[config.mk]
export PLATFORM = sky130hd
export DESIGN_NAME = sram_ctrl
export DESIGN_NICKNAME = d
export VERILOG_FILES = /design/src/rtl/sram_ctrl.sv
export SDC_FILE = /design/constraint.sdc
export NUM_CORES = 1
export LEC_CHECK = 0
export ABC_AREA = 1
export CORE_ASPECT_RATIO = 0.9
export CORE_MARGIN = 3
export CORE_UTILIZATION = 48
export CTS_CLUSTER_DIAMETER = 60
export DETAILED_ROUTE_END_ITERATION = 7
export PLACE_DENSITY = 0.88
export SLEW_MARGIN = 20
export SYNTH_ARGS = -nofsm -noshare
export SYNTH_HDL_FRONTEND = slang
export SYNTH_SLANG_ARGS = --single-unit
[constraint.sdc]
create_clock -name clk -period 4 [get_ports clk]
set_clock_uncertainty 0.05 [all_clocks]
set_input_delay 0.6 -clock clk [delete_from_list [all_inputs] [get_ports clk]]
set_output_delay 0.6 -clock clk [all_outputs]
set_load 0.02 [all_outputs]
[src/rtl/sram_ctrl.sv]
// Host-side initiator for the 8-bit asynchronous sram: turns single-beat valid/ready
// requests into chip-select / strobe pin cycles with programmable setup, strobe and hold.
module sram_ctrl #(
  parameter int ADDR_W = 8,
  parameter int DATA_W = 8,
  parameter int SETUP  = 1,
  parameter int STROBE = 2,
  parameter int HOLD   = 1
) (
  input  logic              clk,
  input  logic              rst_n,
  input  logic              req_valid,
  output logic              req_ready,
  input  logic              req_we,
  input  logic [ADDR_W-1:0] req_addr,
  input  logic [DATA_W-1:0] req_wdata,
  output logic              rsp_valid,
  output logic [DATA_W-1:0] rsp_rdata,
  output logic [ADDR_W-1:0] sram_addr,
  output logic [DATA_W-1:0] sram_din,
  input  logic [DATA_W-1:0] sram_dout,
  output logic              sram_wr,
  output logic              sram_rd,
  output logic              sram_cs
);

  typedef enum logic [1:0] {
    ST_IDLE,
    ST_SETUP,
    ST_STROBE,
    ST_HOLD
  } state_t;

  localparam logic [3:0] SETUP_LD  = 4'(SETUP - 1);
  localparam logic [3:0] STROBE_LD = 4'(STROBE - 1);
  localparam logic [3:0] HOLD_LD   = 4'(HOLD - 1);

  state_t     state;
  logic [3:0] cnt;
  logic       we_q;

  // Every pin and response output is a flop; sram_rd idles high because it is active-low.
  always_ff @(posedge clk or negedge rst_n) begin
    if (!rst_n) begin
      state     <= ST_IDLE;
      cnt       <= 4'd0;
      we_q      <= 1'b0;
      req_ready <= 1'b1;
      rsp_valid <= 1'b0;
      rsp_rdata <= '0;
      sram_addr <= '0;
      sram_din  <= '0;
      sram_wr   <= 1'b0;
      sram_rd   <= 1'b1;
      sram_cs   <= 1'b0;
    end else begin
      rsp_valid <= 1'b0;
      case (state)
        ST_IDLE: begin
          if (req_valid) begin
            sram_addr <= req_addr;
            sram_din  <= req_we ? req_wdata : '0;
            we_q      <= req_we;
            sram_cs   <= 1'b1;
            req_ready <= 1'b0;
            cnt       <= SETUP_LD;
            state     <= ST_SETUP;
          end
        end
        ST_SETUP: begin
          if (cnt == 4'd0) begin
            if (we_q) sram_wr <= 1'b1;
            else      sram_rd <= 1'b0;
            cnt   <= STROBE_LD;
            state <= ST_STROBE;
          end else begin
            cnt <= cnt - 4'd1;
          end
        end
        ST_STROBE: begin
          // Read data is sampled on the same edge that releases the strobe.
          if (cnt == 4'd0) begin
            sram_wr   <= 1'b0;
            sram_rd   <= 1'b1;
            if (!we_q) rsp_rdata <= sram_dout;
            rsp_valid <= 1'b1;
            cnt       <= HOLD_LD;
            state     <= ST_HOLD;
          end else begin
            cnt <= cnt - 4'd1;
          end
        end
        ST_HOLD: begin
          if (cnt == 4'd0) begin
            sram_cs   <= 1'b0;
            sram_din  <= '0;
            req_ready <= 1'b1;
            state     <= ST_IDLE;
          end else begin
            cnt <= cnt - 4'd1;
          end
        end
        default: begin
          state     <= ST_IDLE;
          req_ready <= 1'b1;
          sram_cs   <= 1'b0;
          sram_wr   <= 1'b0;
          sram_rd   <= 1'b1;
        end
      endcase
    end
  end

endmodule

==> results.cfg, run 1 <==
[yosys]
synth_area_leaders = dfrtp_1 52%, nand2_1 23%, nand3_1 5.2%, ha_1 4.6%, inv_1 3.4%
ys.flop_type = dfrtp_1
synth-edff-count = 0
ys_top_cells_by_count = 99 x nand2_1, 34 x dfrtp_1, 17 x nand3_1
synth_seq_cells = 36
async_flop_share = 1.00
synth_most_common_cell = nand2_1
syn_inst = 194
synth_cell_types = 22
yosysTopAreaCell = dfrtp_1
yosys_warnings = 0
synth_seq_area_share = 0.548
syn_area_um2 = 1650
syn_avg_cell_area_um2 = 8.49
synth_fp_nets = 228
synth_top_area_frac = 0.516

[worst_setup_path]
critPathBufInv = 1
cp_max_fo = 2
crit_slowest_cell = clkdlybuf4s50_1
end_kind = output port
path_cells = clkdlybuf4s50_1
critical-path-top-delay-family = buffers and inverters
critPathRequiredTime_ns = 3.35
crit_path_start_kind = flop
slowest_delay_ns = 0.60
worstSetupPathType = flop to output port
crit_arrival_ns = 1.41

[floorplan]
start_util = 0.521
die_x_um = 67.8
coreArea_um2 = 3160
rows = 19
die_h_um = 61.6
die_area_um2 = 4170
pin_count = 57

[power]
p_total_mw = 1.95
irDropWorstVdd_uv = 493
power_density_nw_per_um2 = 833
p_leak_nw = 1.19

[detailed_routing]
drc = 0
ant_nets = 0
viasPerCell = 4.76
wl_per_cell_um = 12.1
vias = 1418
detail_route.iter0.violations = 67
wirelength_um = 3600
dr.pass1.iters = 4

[clock_network]
clock-sinks = 36
cts_root_buf = clkbuf_8
cts_tree = done
htreeDepth = 2
cts-buffers-inserted = 5
cts_resized = 0
clk_pin_slew_ns = 0.07
post_cts_buffers = 0
cts_buffer_depth = 2
clk_latency_ns = 0.28
hold_buffers = 0

[timing]
hold_viol_final = 0
slew_viol_final = 0
setup_viol = 0
fin_crit_ns = 2.06
timing.fmax_mhz = 485
tightest_slew_ns = 0.766
tns_ns = 0
relSlewSlack = 0.489
layout_worst_path_cycle_share = 0.516
rsz0062_at_grt = no
holdWs_ns = 0.335

[placed_design]
place.detailed.hpwl_um = 2670
gp_congestion = 0.839
port_buffers = 56
placed_cell_area_um2 = 2240

[worst_hold_path]
hp-class = input pin to asynchronous set/reset pin

[grt]
grt_usage = 0.186
grt_pass1_vias = 1322
grt_overflow = 0
grt_max_degree = 37
antenna_found_initial = 0
grt_pass1_wl_um = 5630

[finish]
fill_cells = 244
design_area_um2 = 2340
layout.nets = 289
antenna_cells = 0
area_delta_synth_final_pct = 42.1
final_layout_size_suffix_gt1_frac = 0.0742

[run]
drv_cap = 0

[run_status]
status = complete, no violations
==> layout make-up <==
| cell class | count | area, µm² | area share |
|---|---|---|---|
| Sequential cell | 36 | 903 | 0.386 |
| Multi-Input combinational cell | 139 | 666 | 0.284 |
| Timing Repair Buffer | 56 | 556 | 0.237 |
| Clock buffer | 8 | 100 | 0.0428 |
| Inverter | 17 | 63.8 | 0.0273 |
| Tap cell | 42 | 52.6 | 0.0224 |
==> flip-flops by register name (all words and copies together), names as in the netlist <==
register / flops
cnt: 4
req_ready: 1
rsp_rdata: 8
rsp_valid: 1
sram_addr: 8
sram_cs: 1
sram_din: 8
sram_rd: 1
sram_wr: 1
state: 2
we_q: 1
==> cells by family after synthesis <==
group           after synthesis  synth area share
compound gates                7            0.0319
flops                        36             0.548
buf+inv                      19            0.0478
simple gates                126             0.327
fa+ha+maj                     6            0.0456
==> through the flow <==
step                      worst slack (ns)   util  std cells
after global placement                1.94  0.709        290
after global routing                  1.91  0.740        298
after detailed placement              1.87  0.709        290
after floorplan                       2.64      -        194
after CTS                             1.92  0.740        298
final                                 1.94  0.740        298
==> metal layers <==
layer / GRT usage / vias up / share of wire
li1: - / 721 / -
met1: 0.225 / 637 / 0.40
met2: 0.305 / 53 / 0.51
met3: 0.0529 / 7 / 0.069
met4: 0.0954 / 0 / 0.017
met5: 0 / - / 0
==> power by group <==
group	internal [mW]	total [mW]	switching [mW]
Sequential	0.535	0.633	0.0981
Clock	0.157	0.278	0.121
Combinational	0.431	1.04	0.607
Total	1.12	1.95	0.826
==> cell usage in the layout (no fill, tap or decap) <==
cell	synthesis	layout
a21oi_1	1	1
a21oi_4	1	1
a2bb2oi_1	1	1
buf_2	0	1
clkbuf_1	1	1
clkbuf_8	0	7
clkdlybuf4s50_1	0	55
clkinv_1	1	1
dfrtp_1	34	34
dfstp_2	2	2
ha_1	6	6
inv_1	15	15
inv_2	1	1
nand2_1	99	99
nand2_2	1	1
nand2_4	2	2
nand3_1	17	17
nand3b_1	1	1
nand4_1	1	1
nor2_1	1	1
nor2_2	2	2
nor2_4	2	2
o21ai_0	3	3
o31ai_1	1	1
==> path summary, 6_finish.rpt <==
check,from,end,slack (ns),depth (start not counted)
setup / recovery,req_ready,req_ready,1.94,1
hold / removal,rst_n,cnt[1],0.34,1
setup reg to reg,state[0],sram_din[1],2.25,8
hold reg to reg,req_ready,req_ready,0.42,2
max in group asynchronous,rst_n,sram_din[5],3.08,1
min in group clk,req_ready,req_ready,0.42,2
No activity file was read; power rests on OpenSTA's default activity.
==> inputs of run 2 (changes only) <==
CORE_UTILIZATION = 40   (was 48)
PLACE_DENSITY = 0.79   (was 0.88)
clock period = 1.7 ns   (was 4 ns; I/O delays follow)
==> run 2 against run 1 <==
Via count grew 0.49%. Die area rose by 18%. Flip-flop and latch count is the same. Final cell count rose by 3.0%. Critical path depth did not move. Utilization is 12 points lower. Register-to-register slack got worse by 2.1 ns. Critical path type unchanged.
==> results.cfg, run 2 (same netlist as run 1, synthesis figures left out) <==
[timing]
relSlewSlack = 0.699
setup_viol = 0
tightest_slew_ns = 0.452
layout_worst_path_cycle_share = 0.913
fin_crit_ns = 1.55
holdWs_ns = 0.420
rsz0062_at_grt = no
slew_viol_final = 0
tns_ns = 0
timing.fmax_mhz = 644
hold_viol_final = 0

[clock_network]
post_cts_buffers = 0
clock-sinks = 36
cts_tree = done
clk_pin_slew_ns = 0.07
cts_buffer_depth = 2
clk_latency_ns = 0.28
cts_root_buf = clkbuf_8
cts-buffers-inserted = 5
htreeDepth = 2

[detailed_routing]
route.met3.wl_um = 251
drc = 0
wl_per_cell_um = 11.4
ant_nets = 0
vias = 1425
topRoutingLayerUsed = met4
viasPerCell = 4.64
route.met2.wl_um = 1650
wl_met1_um = 1570
dr.pass1.iters = 4
detail_route.iter0.violations = 71
wirelength_um = 3490

[worst_setup_path]
end_kind = output port
worstSetupPathType = flop to output port
crit_path_start_kind = flop
rrSetupSlack_ns = 0.17
critPathRequiredTime_ns = 1.39
crit_arrival_ns = 1.25
critPathBufInv = 1
crit_slowest_cell = clkdlybuf4s50_1
cp_max_fo = 2
slowest_delay_ns = 0.61
critical-path-top-delay-family = buffers and inverters
path_cells = clkdlybuf4s50_1

[placed_design]
place.detailed.hpwl_um = 2600
gp_congestion = 0.789
port_buffers = 56

[floorplan]
die_h_um = 66.9
pin_count = 57
die_area_um2 = 4930
start_util = 0.430
die_x_um = 73.7
coreArea_um2 = 3840
rows = 21

[finish]
top_regs = rsp_rdata (8), sram_addr (8), sram_din (8)
area_delta_synth_final_pct = 43.5
final_common_cell = nand2_1
final_layout_size_suffix_gt1_frac = 0.0843
layout.nets = 294
antenna_cells = 0
final_cell_mix = 99 x nand2_1, 53 x clkdlybuf4s50_1, 34 x dfrtp_1

[grt]
grt_overflow = 0
grt_max_degree = 37
antenna_found_initial = 0
grt_pass1_wl_um = 5940
grt_usage = 0.155
grt_pass1_vias = 1379

[worst_hold_path]
hp-class = flop to flop

[run]
drv_cap = 0

[power]
irDropWorstVdd_uv = 1010
power_density_nw_per_um2 = 1910
p_leak_nw = 1.22

[run_status]
status = complete, no violations
run 2: cell types whose count changed in the layout (fill, tap and decap cells not counted), sizes merged:
cell / change
clkdlybuf4s50: -2
clkinv: +1
dlygate4sd3: +1
clkbuf: -1
dlygate4sd2: +2
buf: +4
run 2: timing repair:
action / 4_1_cts / 5_1_grt
hold buffers: 1 / 0
gates resized for setup: 2 / 0
setup endpoints to repair: 2 / 0
endpoints found under the hold margin: 34 / 0
run 2: path summary, 6_finish.rpt:
path | depth (start not counted) | to | from
worst max-delay path | 1 | sram_addr[2] | sram_addr[2]
worst min-delay path | 2 | sram_din[6] | sram_din[6]
worst max register to register | 8 | sram_din[5] | state[0]
worst min register to register | 2 | sram_din[6] | sram_din[6]
max in group asynchronous | 3 | req_ready | rst_n
min in group asynchronous | 3 | rsp_valid | rst_n
run 2: report_power, final:
part	internal [mW]	switching, mW
Combinational	1.04	1.42
Sequential	1.26	0.229
Clock	0.287	0.274
Total	2.58	1.92
run 2: metal layers:
metal | vias to the layer above | track usage
met5 | - | 0
met4 | 0 | 0.0475
met3 | 4 | 0.0452
met2 | 39 | 0.262
met1 | 649 | 0.189
li1 | 733 | -
run 2: metrics by stage:
step | cell area (µm²) | utilization | total power [mW] | setup slack [ns] | std cells
6_report | 2360 | 0.616 | 4.51 | 0.147 | 307
5_1_grt | 2360 | 0.616 | 4.90 | 0.0379 | 307
4_1_cts | 2360 | 0.616 | 4.56 | 0.132 | 307
3_5_place_dp | 2280 | 0.593 | 3.99 | 0.176 | 298
3_3_place_gp | 2280 | 0.593 | 3.93 | 0.242 | 298
2_1_floorplan | 1650 | - | 2.99 | 0.344 | 194
run 2: area by class of cell:
cell class / instances / area (µm²)
Inverter: 17 / 63.8
Clock inverter: 1 / 5.00
Clock buffer: 7 / 76.3
Fill cell: 335 / 1470
Multi-Input combinational cell: 139 / 666
Tap cell: 46 / 57.6
Sequential cell: 36 / 903
Timing Repair Buffer: 61 / 593
